$ cat config.mk
export PLATFORM = sky130hd
export DESIGN_NAME = dynamic_fifo_ctrl
export DESIGN_NICKNAME = d
export VERILOG_FILES = /design/src/rtl/dynamic_fifo_ctrl.sv
export SDC_FILE = /design/constraint.sdc
export NUM_CORES = 1
export LEC_CHECK = 0
export CAP_MARGIN = 5
export CORE_AREA = 2 2 73 75
export CTS_BUF_LIST = sky130_fd_sc_hd__clkbuf_16
export CTS_CLUSTER_SIZE = 30
export DETAILED_ROUTE_END_ITERATION = 12
export DIE_AREA = 0 0 75 77
export PLACE_DENSITY = 0.77
export SETUP_SLACK_MARGIN = 0.1
export SLEW_MARGIN = 40
export SYNTH_ARGS = -nofsm -noshare
export SYNTH_HDL_FRONTEND = slang
export SYNTH_SLANG_ARGS = --single-unit
$ cat constraint.sdc
create_clock -name clk -period 4.4 [get_ports clk]
set_clock_uncertainty 0.2 [all_clocks]
set_input_delay 1.1 -clock clk [delete_from_list [all_inputs] [get_ports clk]]
set_output_delay 1.1 -clock clk [all_outputs]
set_load 0.02 [all_outputs]
$ cat src/rtl/dynamic_fifo_ctrl.sv
// Runtime-resizable FIFO controller wrapped around a single simple dual-port RAM
// with combinational read. Owns pointers, occupancy, flags and the depth-change sequencer.
module dynamic_fifo_ctrl #(
   parameter int DATA_WIDTH = 8,
   parameter int ADDR_WIDTH = 4
) (
   input  logic                  clk,
   input  logic                  rst,
   input  logic [ADDR_WIDTH:0]   cfg_depth,
   input  logic                  cfg_load,
   input  logic [ADDR_WIDTH:0]   cfg_almost_full,
   input  logic [ADDR_WIDTH:0]   cfg_almost_empty,
   input  logic                  clear_flags,
   input  logic                  in_valid,
   output logic                  in_ready,
   input  logic [DATA_WIDTH-1:0] in_data,
   output logic                  out_valid,
   input  logic                  out_ready,
   output logic [DATA_WIDTH-1:0] out_data,
   output logic [ADDR_WIDTH:0]   count,
   output logic [ADDR_WIDTH:0]   depth,
   output logic                  full,
   output logic                  empty,
   output logic                  almost_full,
   output logic                  almost_empty,
   output logic                  overflow,
   output logic                  underflow,
   output logic                  reconfig_busy,
   output logic                  ram_write_enable,
   output logic [ADDR_WIDTH-1:0] ram_write_address,
   output logic [DATA_WIDTH-1:0] ram_write_data,
   output logic                  ram_read_enable,
   output logic [ADDR_WIDTH-1:0] ram_read_address,
   input  logic [DATA_WIDTH-1:0] ram_read_data
);

   localparam int CW = ADDR_WIDTH + 1;
   localparam logic [CW-1:0] MAX_DEPTH = CW'(2 ** ADDR_WIDTH);

   typedef enum logic {RUN, DRAIN} state_t;

   state_t                state;
   logic [ADDR_WIDTH-1:0] wr_ptr;
   logic [ADDR_WIDTH-1:0] rd_ptr;
   logic [CW-1:0]         pending;
   logic [CW-1:0]         count_next;
   logic [CW-1:0]         cfg_clamped;
   logic                  push;
   logic                  pop;

   // Pointers wrap at the active depth, not at the RAM size.
   function automatic logic [ADDR_WIDTH-1:0] ptr_inc(input logic [ADDR_WIDTH-1:0] p,
                                                     input logic [CW-1:0] d);
      if ({1'b0, p} == d - CW'(1))
         return '0;
      else
         return p + 1'b1;
   endfunction

   assign empty        = (count == '0);
   assign full         = (count == depth);
   assign almost_full  = (count >= cfg_almost_full);
   assign almost_empty = (count <= cfg_almost_empty);

   assign in_ready  = !full && !reconfig_busy;
   assign out_valid = !empty;
   assign push      = in_valid && in_ready;
   assign pop       = out_valid && out_ready;

   assign ram_write_enable  = push;
   assign ram_write_address = wr_ptr;
   assign ram_write_data    = in_data;
   assign ram_read_enable   = 1'b1;
   assign ram_read_address  = rd_ptr;
   assign out_data          = ram_read_data;

   always_comb begin
      cfg_clamped = cfg_depth;
      if (cfg_depth == '0)
         cfg_clamped = CW'(1);
      else if (cfg_depth > MAX_DEPTH)
         cfg_clamped = MAX_DEPTH;
   end

   always_comb begin
      count_next = count;
      case ({push, pop})
         2'b10:   count_next = count + CW'(1);
         2'b01:   count_next = count - CW'(1);
         default: count_next = count;
      endcase
   end

   always_ff @(posedge clk) begin
      if (rst) begin
         state         <= RUN;
         reconfig_busy <= 1'b0;
         wr_ptr        <= '0;
         rd_ptr        <= '0;
         count         <= '0;
         depth         <= MAX_DEPTH;
         pending       <= '0;
         overflow      <= 1'b0;
         underflow     <= 1'b0;
      end else begin
         if (push)
            wr_ptr <= ptr_inc(wr_ptr, depth);
         if (pop)
            rd_ptr <= ptr_inc(rd_ptr, depth);
         count <= count_next;

         // A new error in the same cycle as clear_flags keeps the flag set.
         overflow  <= (in_valid && full) || (overflow && !clear_flags);
         underflow <= (out_ready && empty) || (underflow && !clear_flags);

         case (state)
            RUN: begin
               if (cfg_load) begin
                  if (empty && !push) begin
                     depth  <= cfg_clamped;
                     wr_ptr <= '0;
                     rd_ptr <= '0;
                  end else begin
                     pending       <= cfg_clamped;
                     state         <= DRAIN;
                     reconfig_busy <= 1'b1;
                  end
               end
            end
            DRAIN: begin
               // Apply as soon as the last word leaves; a same-cycle request still wins.
               if (count_next == '0) begin
                  depth         <= cfg_load ? cfg_clamped : pending;
                  wr_ptr        <= '0;
                  rd_ptr        <= '0;
                  state         <= RUN;
                  reconfig_busy <= 1'b0;
               end else if (cfg_load) begin
                  pending <= cfg_clamped;
               end
            end
            default: begin
               state         <= RUN;
               reconfig_busy <= 1'b0;
            end
         endcase
      end
   end

endmodule

* Yosys cells after proc, flatten, opt, wreduce, memory -nomap -nowiden *
Index checks and enable logic that the tools add are counted.

cells by class
  add/subtract/negate cells = 5
  $lt $le $gt $ge = 3
  equality and inequality tests = 10
  multiplexer cells = 32
  bitwise operators = 1
  reductions and logical operators = 21

operators with widths
  operator               number
  $mux W5                9
  $mux W4                10
  $pmux W5 S2            3
  $pmux W4 S2            2
  $logic_not A5 Y1       3
  $eq A4 B5 Y1           2
  $sub A5 B1 Y5 const B  2
  $reduce_and A3 Y1      3
  $add A4 B1 Y4 const B  2
  $logic_and A1 B1 Y1    8
  $ne A2 B2 Y1 const B   4
  $mux W1                6
  $add A5 B1 Y5 const B  1
  $eq A5 B5 Y1           1
  $ge A5 B5 Y1           1
  $gt A5 B5 Y1 const B   1
  $le A5 B5 Y1           1
  $logic_not A1 Y1       5
  $pmux W1 S2            2
  $eq A2 B1 Y1 const B   1
  $eq A2 B2 Y1 const B   1
  $logic_or A1 B1 Y1     2
  $ne A2 B1 Y1 const B   1
  $not A1 Y1             1

storage, ports and cells
  register bits after elaboration = 27
  bits of input ports = 37
  output and inout bits = 45
  logic and storage cells = 81

* Depth between registers and ports, before layout *
Gate-level depths: netlist of the first run.

  depth after elaboration = 9
  gate-level depth with buffers = 16

* Worst setup path after synthesis of the first run *
OpenSTA, ideal clock, no wires.

  path type = register to register
  start point = reg count[1]
  end point = reg depth[0]
  setup time = 133 ps
  arrival time = 3916 ps
  setup slack = 152 ps
  stages on the path, launching flop included = 17
  clock period less this slack = 4248 ps
  cells stage by stage = dfxtp_1 buf_4 or2_1 nor4_2 inv_1 nand2_1 inv_1 ha_1 buf_4 xor2_1 ha_1 a21oi_1 mux2i_1 xnor2_1 nor4b_4 o221ai_2 mux2i_1

on the way
  elaborated cells between the ends (all ways) = 18
  those cells by class = add/sub: 2; eq/ne: 5; mux: 1; reduce/logical: 10

RTL lines
  element                                       line  source
  start, declared                               20    output logic [ADDR_WIDTH:0] count,
  start signal, assigned                        110   count <= count_next;
  $logic_not A5 Y1 (*)                          60    assign empty = (count == '0);
  via empty                                     23    output logic empty,
  $logic_not A1 Y1 (*)                          66    assign out_valid = !empty;
  via out_valid                                 17    output logic out_valid,
  $logic_and A1 B1 Y1 (*)                       68    assign pop = out_valid && out_ready;
  $eq A2 B1 Y1 or $eq A2 B2 Y1 (tied branches)  87    case ({push, pop})
  $pmux W5 S2 (*)                               87
  $logic_not A5 Y1 (*)                          132   if (count_next == '0) begin
  $ne A2 B1 Y1 (no line) (*)                    --
  $reduce_and A3 Y1 (no line) (*)               --
  end signal, assigned                          120   depth <= cfg_clamped;
  end signal, assigned                          133   depth <= cfg_load ? cfg_clamped : pending;
  end, declared                                 21    output logic [ADDR_WIDTH:0] depth,

Mark *: on every way through the listed nets, which the timed path passes. The rest lies on a longest branch.
A chain may end at the register's enable or synchronous reset.

* Worst setup path after layout of the first run *
  start point = in cfg_almost_full[0]
  end point = out almost_full

on the way
  cells in the longest elaborated chain, start to end = 1

ends and longest elaborated chain
  element          line  source
  start, declared  11    input logic [ADDR_WIDTH:0] cfg_almost_full,
  $ge A5 B5 Y1     62    assign almost_full = (count >= cfg_almost_full);
  end, declared    24    output logic almost_full,

Every way passes these cells.

==> flow_metrics.py, run 1 <==
metrics = {
    "outcome": {
        "status": "finished, final reports clean",
    },
    "timing": {
        "slew_violations": 0,
        "period_minus_slack_ns": 4.093,
        "timing.final.ws_setup_ns": 0.3066,
        "hold_slack_ns": 0.2605,
        "rsz0062_at_grt": "no",
        "tightest_slew_ns": 0.5340,
        "hold_viol": 0,
        "max_freq_mhz": 244.3,
        "slew_headroom_pct": 64.33,
        "fin_crit_sh_pct": 93.03,
        "setup_viol": 0,
    },
    "route": {
        "vias": 1882,
        "final_antenna_net_count": 0,
        "avgRoutedWirePerCell_um": 12.51,
        "drt-vias-per-instance": 5.100,
        "first_pass_iters": 4,
        "wl_um": 4615,
        "dr.first_iter.drc_count": 67,
        "drc": 0,
    },
    "worst_setup_path": {
        "crit_fanout": 1,
        "ff2ff_setup_slack_ns": 0.45,
        "rr_startpoint": "count[3]",
        "r2r-end": "depth[0]",
        "required_ns": 3.10,
        "crit_path_top_delay_cell": "clkdlybuf4s50_1",
        "cp-startpoint": "cfg_almost_full[0]",
        "crit_arrival_ns": 2.79,
        "critical_path_class": "primary input to output pin",
        "crit_path_end": "almost_full",
        "endpoint_kind": "output pin",
        "start_kind": "primary input",
        "timing.critical_path.mode_cell": "nand2b_1",
        "crit_chain": "clkdlybuf4s50_1, ha_1, nand2b_1, a21o_1, a21oi_1, nor2b_1, o21ai_0, nand2b_1, dlygate4sd2_1",
        "reg2reg_depth": 13,
        "slowest_delay_ns": 0.40,
    },
    "logic_synthesis": {
        "synth-async-reset-ratio_pct": 0,
        "yosysUniqueCellTypes": 52,
        "yosysTopAreaCell": "dfxtp_1",
        "ys_seq_area_share_pct": 24.77,
        "synth-edff-count": 0,
        "ys_ff_latch": 27,
        "synth_fp_nets": 320,
        "yosysWarnings": 0,
        "synthFlopType": "dfxtp_1",
        "synth_area_um2": 2182,
        "synth_top_area_share_pct": 24.77,
        "synth.most_common_cell": "nor2_1",
        "synthTopCellsByCount": "nor2_1 (29), dfxtp_1 (27), nand2_1 (25)",
        "avgSynthCellArea_um2": 8.173,
        "netlist_instances": 267,
        "synthTopCellsByArea": "dfxtp_1 (25%), ha_1 (9.2%), buf_4 (6.5%)",
    },
    "finish": {
        "nets": 353,
        "multi_input_area_um2": 1391,
        "final_layout_size_suffix_gt1_share_pct": 8.696,
        "instances_no_fill": 369,
        "antenna_cells": 0,
        "nFillCells": 461,
        "postLayoutCoreUtil_pct": 54.02,
        "seqCellArea_um2": 540.5,
        "syn_to_final_growth_pct": 23.22,
    },
    "clocking": {
        "tritoncts": "done",
        "numCtsBuffers": 3,
        "cts_max_level": 1,
        "numClockSinks": 27,
        "clockRootBuffer": "clkbuf_16",
        "ctsHoldBuffers": 0,
        "clockBufferDepth": 2,
        "clk_pin_slew_worst_paths_ns": 0.06,
        "clk_latency_ns": 0.26,
    },
    "placement": {
        "dp_hpwl_um": 3595,
        "preCtsSetupSlack_ns": -0.08078,
        "dp_cells": 365,
        "routabilityCongestion": 0.7671,
        "port_buffers": 48,
    },
    "global_route": {
        "gr-usage-all-layers_pct": 16.89,
        "grt_pass1_vias": 1789,
        "grt_pass1_wl_um": 7921,
        "grt.overflow.total": 0,
        "antenna_found_initial": 0,
        "grt_max_degree": 16,
    },
    "floorplanning": {
        "coreArea_um2": 4977,
        "die-area_um2": 5775,
        "die_h_um": 77,
        "initial_utilization_pct": 43.84,
        "rows": 26,
        "io_pins": 82,
        "die_w_um": 75,
    },
    "pwr": {
        "power_per_cell_area_nw_per_um2": 727.5,
        "max-vdd-ir-drop_v": 0.0004804,
        "total_power_mw": 1.956,
        "leakagePower_nw": 1.138,
    },
    "flow_run": {
        "cap_violations": 0,
    },
    "min_path": {
        "min_path_type": "register to register",
    },
}
-- metal layers --
layer	track usage [%]	vias to the layer above	wire (um)
met5	0	-	0
met4	4.286	0	32
met3	2.628	4	116
met2	30.18	34	2397
met1	20.47	884	2068
li1	-	960	-
-- placed cells by master (no fill, tap or decap), types with 2 or more instances in the layout --
cell type,netlist,final
clkdlybuf4s50_1,0,46
nor2_1,29,29
dfxtp_1,27,27
nand2_1,25,25
inv_1,17,18
ha_1,16,16
o21ai_0,13,13
mux2i_1,12,12
nor2b_1,11,11
a21oi_1,10,10
xor2_1,9,9
nand2b_1,8,8
xnor2_1,7,7
buf_4,19,6
nor3_1,5,5
nand3_1,4,4
a21oi_2,4,4
nor4_2,3,3
nand3b_1,3,3
nor3b_1,3,3
clkbuf_16,0,3
inv_2,2,2
o22ai_1,2,2
a211oi_1,2,2
xnor3_1,2,2
a31oi_1,2,2
-- flip-flops by register name, indices dropped and copies added, names as in the netlist --
signal             flops
overflow               1
reconfig_busy          1
state                  1
ram_write_address      4
depth                  5
pending                5
count                  5
underflow              1
ram_read_address       4
-- report_power, final --
group	internal (mW)	leakage (nW)	total (mW)	switching, mW
sequential	0.316	0.220	0.418	0.102
combinational	0.609	0.875	1.34	0.727
clock	0.122	0.0423	0.203	0.0809
total	1.05	1.14	1.96	0.910
-- final cells by class --
| class | instances | share of cell area (%) |
|---|---|---|
| timing repair buffer | 54 | 19.31 |
| sequential | 27 | 20.10 |
| tap | 70 | 3.257 |
| multi-input combinational | 195 | 51.74 |
| clock inverter | 1 | 0.1396 |
| inverter | 19 | 2.652 |
| clock buffer | 3 | 2.792 |
-- worst min path at each step --
| stage | startpoint | slack (ns) | end | cells past startpoint |
|---|---|---|---|---|
| 2_1_floorplan | pending[4] | 0.24 | pending[4] | 2 |
| 3_3_place_gp | pending[3] | 0.25 | pending[3] | 2 |
| 3_5_place_dp | pending[4] | 0.26 | pending[4] | 2 |
| 4_1_cts | pending[4] | 0.27 | pending[4] | 2 |
| 5_1_grt | pending[4] | 0.27 | pending[4] | 2 |
| 6_report | pending[4] | 0.26 | pending[4] | 2 |
-- critical path, delay by kind of cell --
family          cells  cell delay, ns
buf+inv             2            0.72
simple gates        3            0.26
compound gates      3            0.44
fa+ha+maj           1            0.28
-- cells by family after synthesis --
group / share of synthesized area (%)
fa+ha+maj: 9.174
compound gates: 16.91
xor+xnor: 8.486
flops: 24.77
simple gates: 23.51
buf+inv: 11.47
mux: 5.505
other cells: 0.1719
-- per-stage QoR --
step	TNS [ns]	instance area, um^2
after floorplan	0	2182
after global placement	-0.03177	2616
after detailed placement	-0.08078	2616
after CTS	0	2693
after global routing	0	2689
final	0	2689
-- timing repair --
item / in CTS / in global routing
endpoints found under the setup margin: 2 / 1
resized for setup: 2 / 2
setup buffers: 0 / 0
No activity file was read; power rests on OpenSTA's default activity.
==> run 2, diff against run 1 <==
--- a/config.mk
+++ b/config.mk
@@ -8,7 +8,7 @@
 export CAP_MARGIN = 5
 export CORE_AREA = 2 2 73 75
 export CTS_BUF_LIST = sky130_fd_sc_hd__clkbuf_16
-export CTS_CLUSTER_SIZE = 30
+export CTS_CLUSTER_SIZE = 20
 export DETAILED_ROUTE_END_ITERATION = 12
 export DIE_AREA = 0 0 75 77
 export PLACE_DENSITY = 0.77
==> constraint.sdc (replaced) <==
create_clock -name clk -period 4.3 [get_ports clk]
set_clock_uncertainty 0.2 [all_clocks]
set_input_delay 1.075 -clock clk [delete_from_list [all_inputs] [get_ports clk]]
set_output_delay 1.075 -clock clk [all_outputs]
set_load 0.02 [all_outputs]
==> flow_metrics.py, run 2 (synthesized netlist as in run 1, its figures left out) <==
metrics = {
    "finish": {
        "mostFrequentLayoutCells": "clkdlybuf4s50_1 (46), nor2_1 (29), dfxtp_1 (27)",
        "final_common_cell": "clkdlybuf4s50_1",
        "nets": 356,
        "nFillCells": 475,
        "final_area_um2": 2721,
        "antenna_cells": 0,
        "seqCellArea_um2": 540.5,
        "multi_input_area_um2": 1400,
        "final_layout_size_suffix_gt1_share_pct": 9.934,
        "top_regs": "count: 5 flops, depth: 5 flops, pending: 5 flops",
        "syn_to_final_growth_pct": 24.71,
        "instances_no_fill": 372,
        "postLayoutCoreUtil_pct": 54.68,
    },
    "worst_setup_path": {
        "critical_path_class": "primary input to output pin",
        "endpoint_kind": "output pin",
        "crit_arrival_ns": 2.77,
        "start_kind": "primary input",
        "crit_fanout": 1,
        "required_ns": 3.02,
    },
    "pwr": {
        "max-vdd-ir-drop_v": 0.0005863,
        "leakagePower_nw": 1.154,
        "total_power_mw": 2.035,
        "power_per_cell_area_nw_per_um2": 747.7,
    },
    "timing": {
        "hold_viol": 0,
        "tightest_slew_ns": 0.5842,
        "slew_violations": 0,
        "slew_headroom_pct": 60.97,
        "setup_viol": 0,
        "max_freq_mhz": 247.0,
        "fin_crit_sh_pct": 94.17,
        "period_minus_slack_ns": 4.049,
        "rsz0062_at_grt": "no",
        "hold_slack_ns": 0.2666,
    },
    "global_route": {
        "gr-usage-all-layers_pct": 16.85,
        "grt_pass1_vias": 1799,
        "grt_max_degree": 16,
        "grt_pass1_wl_um": 7866,
        "antenna_found_initial": 0,
        "grt.overflow.total": 0,
    },
    "route": {
        "drt-vias-per-instance": 4.946,
        "first_pass_iters": 4,
        "vias": 1840,
        "drc": 0,
        "wl_um": 4519,
        "avgRoutedWirePerCell_um": 12.15,
        "dr.first_iter.drc_count": 67,
        "final_antenna_net_count": 0,
    },
    "placement": {
        "dp_cells": 368,
        "routabilityCongestion": 0.7506,
        "port_buffers": 48,
        "placed_cell_area_um2": 2648,
        "dp_hpwl_um": 3677,
    },
    "clocking": {
        "cts_max_level": 1,
        "tritoncts": "done",
        "clockBufferDepth": 2,
        "clk_latency_ns": 0.26,
        "clockRootBuffer": "clkbuf_16",
        "numCtsBuffers": 3,
        "clk_pin_slew_worst_paths_ns": 0.07,
        "numClockSinks": 27,
    },
    "floorplanning": {
        "rows": 26,
        "coreArea_um2": 4977,
        "die_h_um": 77,
        "die-area_um2": 5775,
        "initial_utilization_pct": 43.84,
        "die_w_um": 75,
        "io_pins": 82,
    },
    "outcome": {
        "status": "finished, final reports clean",
    },
    "min_path": {
        "min_path_type": "register to register",
    },
    "flow_run": {
        "cap_violations": 0,
    },
}
run 2: routing by layer:
metal | global-route usage (%) | vias up | share of wire (%)
li1 | - | 959 | -
met1 | 20.98 | 852 | 44
met2 | 29.82 | 25 | 52
met3 | 2.102 | 4 | 3.3
met4 | 4.286 | 0 | 0.89
met5 | 0 | - | 0
run 2: cell type report:
cell class / instances / share of cell area, %
clock inverter: 1 / 0.1839
inverter: 19 / 2.621
multi-input combinational: 195 / 51.45
clock buffer: 3 / 2.759
tap: 70 / 3.218
timing repair buffer: 57 / 19.91
sequential: 27 / 19.86
run 2: worst paths after layout:
| check | from | endpoint | slack [ns] | cells past startpoint |
|---|---|---|---|---|
| worst max register to register | count[3] | depth[0] | 0.55 | 13 |
| worst min-delay path | pending[2] | pending[2] | 0.27 | 2 |
| worst min register to register | pending[2] | pending[2] | 0.27 | 2 |
| worst max-delay path | cfg_almost_full[0] | almost_full | 0.25 | 9 |
run 2: what timing repair did:
| action | CTS | global route |
|---|---|---|
| endpoints found under the setup margin | 2 | 7 |
| resized for setup | 2 | 2 |
| pin swaps | 0 | 1 |
| buffers inserted | 0 | 0 |
| hold buffers | 0 | 0 |
run 2: where the power goes:
part | total, mW | switching (mW) | internal [mW] | leakage (nW)
clock network | 0.216 | 0.0905 | 0.126 | 0.0409
registers | 0.423 | 0.100 | 0.323 | 0.220
logic | 1.40 | 0.743 | 0.652 | 0.893
total | 2.03 | 0.934 | 1.10 | 1.15
run 2: through the flow:
stage / setup WS (ns) / TNS, ns
global placement: -0.08206 / -0.08206
detailed placement: -0.1240 / -0.1240
global route: 0.1080 / 0
finish: 0.2509 / 0
floorplan: 0.2940 / 0
CTS: 0.1609 / 0
run 2: worst max-delay path: stages:
cell and delay (ns):
clkdlybuf4s50_1 0.41, ha_1 0.28, nand2b_1 0.14, a21o_1 0.17, a21oi_1 0.13, nor2b_1 0.05
o21ai_0 0.14, nand2b_1 0.07, dlygate4sd2_1 0.31
==> variant: new RTL, config.mk and constraints of run 2 <==
Reset style: asynchronous (`rst`), changed in one clocked block.
--- a/src/rtl/dynamic_fifo_ctrl.sv
+++ b/src/rtl/dynamic_fifo_ctrl.sv
@@ -93,3 +93,3 @@
 
-   always_ff @(posedge clk) begin
+   always_ff @(posedge clk or posedge rst) begin
       if (rst) begin
Check against the original RTL: differs if rst is asserted again (counterexample within 4 cycles, from zero or initial values and one cycle with rst high); with rst held inactive, the same outputs for 10 cycles.
==> variant against run 2 <==
Cell count down 6.5%. Worst setup slack worse by 0.020 ns. Synthesized area fell by 1.3%. Critical path depth stayed put. Wire length increased by 1.3%. Largest power group unchanged. First-iteration DRC count grew 10%. Sequential cell count did not move. Cell area is 1.9% higher. Power shrank 1.2%. Die area stayed put.
==> variant: results (changes against run 2) <==
run_status:
  run_status: "finished, final reports clean"  # unchanged
pwr:
  internal_power_mw: 1.13  # was 1.10 mW
  max-vdd-ir-drop_v: 0.000305  # was 0.000586 V
  p_leak_nw: 1.23  # was 1.15 nW
synthesis:
  synth-seq-area-share: 0.314  # was 0.248
  synth_nets: 291  # was 320
  synthCells: 238  # was 267
  synth_common_cells: "dfrtp_1, nand2_1, nor2_1, buf_4, inv_1"  # was nor2_1, dfxtp_1, nand2_1, buf_4, inv_1
  async_flop_share: 1.00  # was 0
  ys_types: 46  # was 52
  ys_top_cells_by_area: "dfrtp_1, ha_1, buf_4"  # was dfxtp_1, ha_1, buf_4
  synth_ff_type: "dfrtp_1"  # was dfxtp_1
  yosysWarnings: 0  # unchanged
placed_design:
  gp_congestion: 0.826  # was 0.751
  place_area_um2: 2620  # was 2650 µm²
  place_ws_ns: -0.149  # was -0.124 ns
  port_buffers: 48  # unchanged
  dp.cells: 342  # was 368
  hpwl_um: 3430  # was 3680 µm
worst_setup_path:
  worstPathArrival_ns: 2.79  # was 2.77 ns
  worst-path-max-fanout: 1  # unchanged
clock_network:
  h-tree-depth: 1  # unchanged
  clockBufferDepth: 2  # unchanged
  path_clk_slew_ns: 0.07  # about the same
  clock_latency_ns: 0.26  # about the same
final_layout:
  fin_nets: 332  # was 356
  diodes: 0  # unchanged
  drive_gt1_frac: 0.140  # was 0.0993
  layoutNonFillerInstCount: 348  # was 372
sta:
  hold_violations: 0  # unchanged
  finalSetupViolations: 0  # unchanged
  worstMarginPinSlew_ns: 0.588  # was 0.584 ns
drt:
  met2_wirelength_um: 2170  # was 2350 µm
  post-route-drc-count: 0  # unchanged
  m1WireLength_um: 2110  # was 1980 µm
  highest_layer: "met4"  # unchanged
  met3_length_um: 209  # was 150 µm
  wire_per_inst_um: 13.1  # was 12.1 µm
  drtIter0Drc: 74  # was 67
  via_count: 1746  # was 1840
global_route:
  grt_max_degree: 28  # was 16
  gr-usage-all-layers: 0.165  # was 0.168
  grt_pass1_wl_um: 7620  # was 7870 µm
  gr-usage-met2: 0.269  # was 0.298
  use_met1: 0.215  # was 0.210
  use_met3: 0.0302  # was 0.0210
hold_path:
  hold_path.class: "flop to flop"  # unchanged
==> variant: path summary, 6_finish.rpt <==
path | endpoint | depth (start not counted) | slack [ns] | start
min in group asynchronous | ram_write_address[3] | 2 | 0.99 | rst
worst max register to register | pending[4] | 15 | 0.35 | count[1]
worst max-delay path | almost_full | 9 | 0.23 | cfg_almost_full[0]
max in group asynchronous | ram_write_address[1] | 2 | 2.52 | rst
worst min-delay path | pending[2] | 1 | 0.32 | pending[2]
worst min register to register | pending[2] | 1 | 0.32 | pending[2]
==> variant: area by class of cell <==
class                   instances  area (µm²)
fillers                       462        2200
multi-input cells             167        1280
flip-flops and latches         27         677
repair buffers                 61         574
well taps                      70        87.6
clock buffers                   3        75.1
inverters                      19        73.8
clock inverters                 1        5.00
==> variant: kinds of logic after synthesis <==
kind of cell | after synthesis | synth area share
and+or+nand+nor | 82 | 0.193
other | 1 | 0.00174
buffers and inverters | 44 | 0.120
AOI/OAI and AO/OA | 36 | 0.120
adders and majority gates | 16 | 0.0929
xor gates and xnor gates | 20 | 0.0976
DFF | 27 | 0.314
muxes | 12 | 0.0604
==> variant: worst max-delay path, cell delays in order <==
cell             delay (ns)
clkdlybuf4s50_1        0.40
ha_1                   0.28
nand2b_1               0.14
a21o_1                 0.18
a21oi_2                0.16
nor2b_1                0.06
o21ai_1                0.12
nand2b_1               0.07
dlygate4sd2_1          0.31
==> variant: power by group through the flow <==
stage	Combinational, mW	Clock [mW]	Sequential, mW
final	1.25	0.218	0.543
after global routing	1.38	0.229	0.567
after CTS	1.22	0.222	0.540
after detailed placement	1.21	0	0.545
after global placement	1.19	0	0.544
after floorplan	0.803	0	0.568
==> variant: repair_timing <==
action,in CTS,in global routing
setup buffers,0,2
endpoints found under the hold margin,0,0
endpoints found under the setup margin,2,21
resized for setup,2,18
pin swaps,0,4
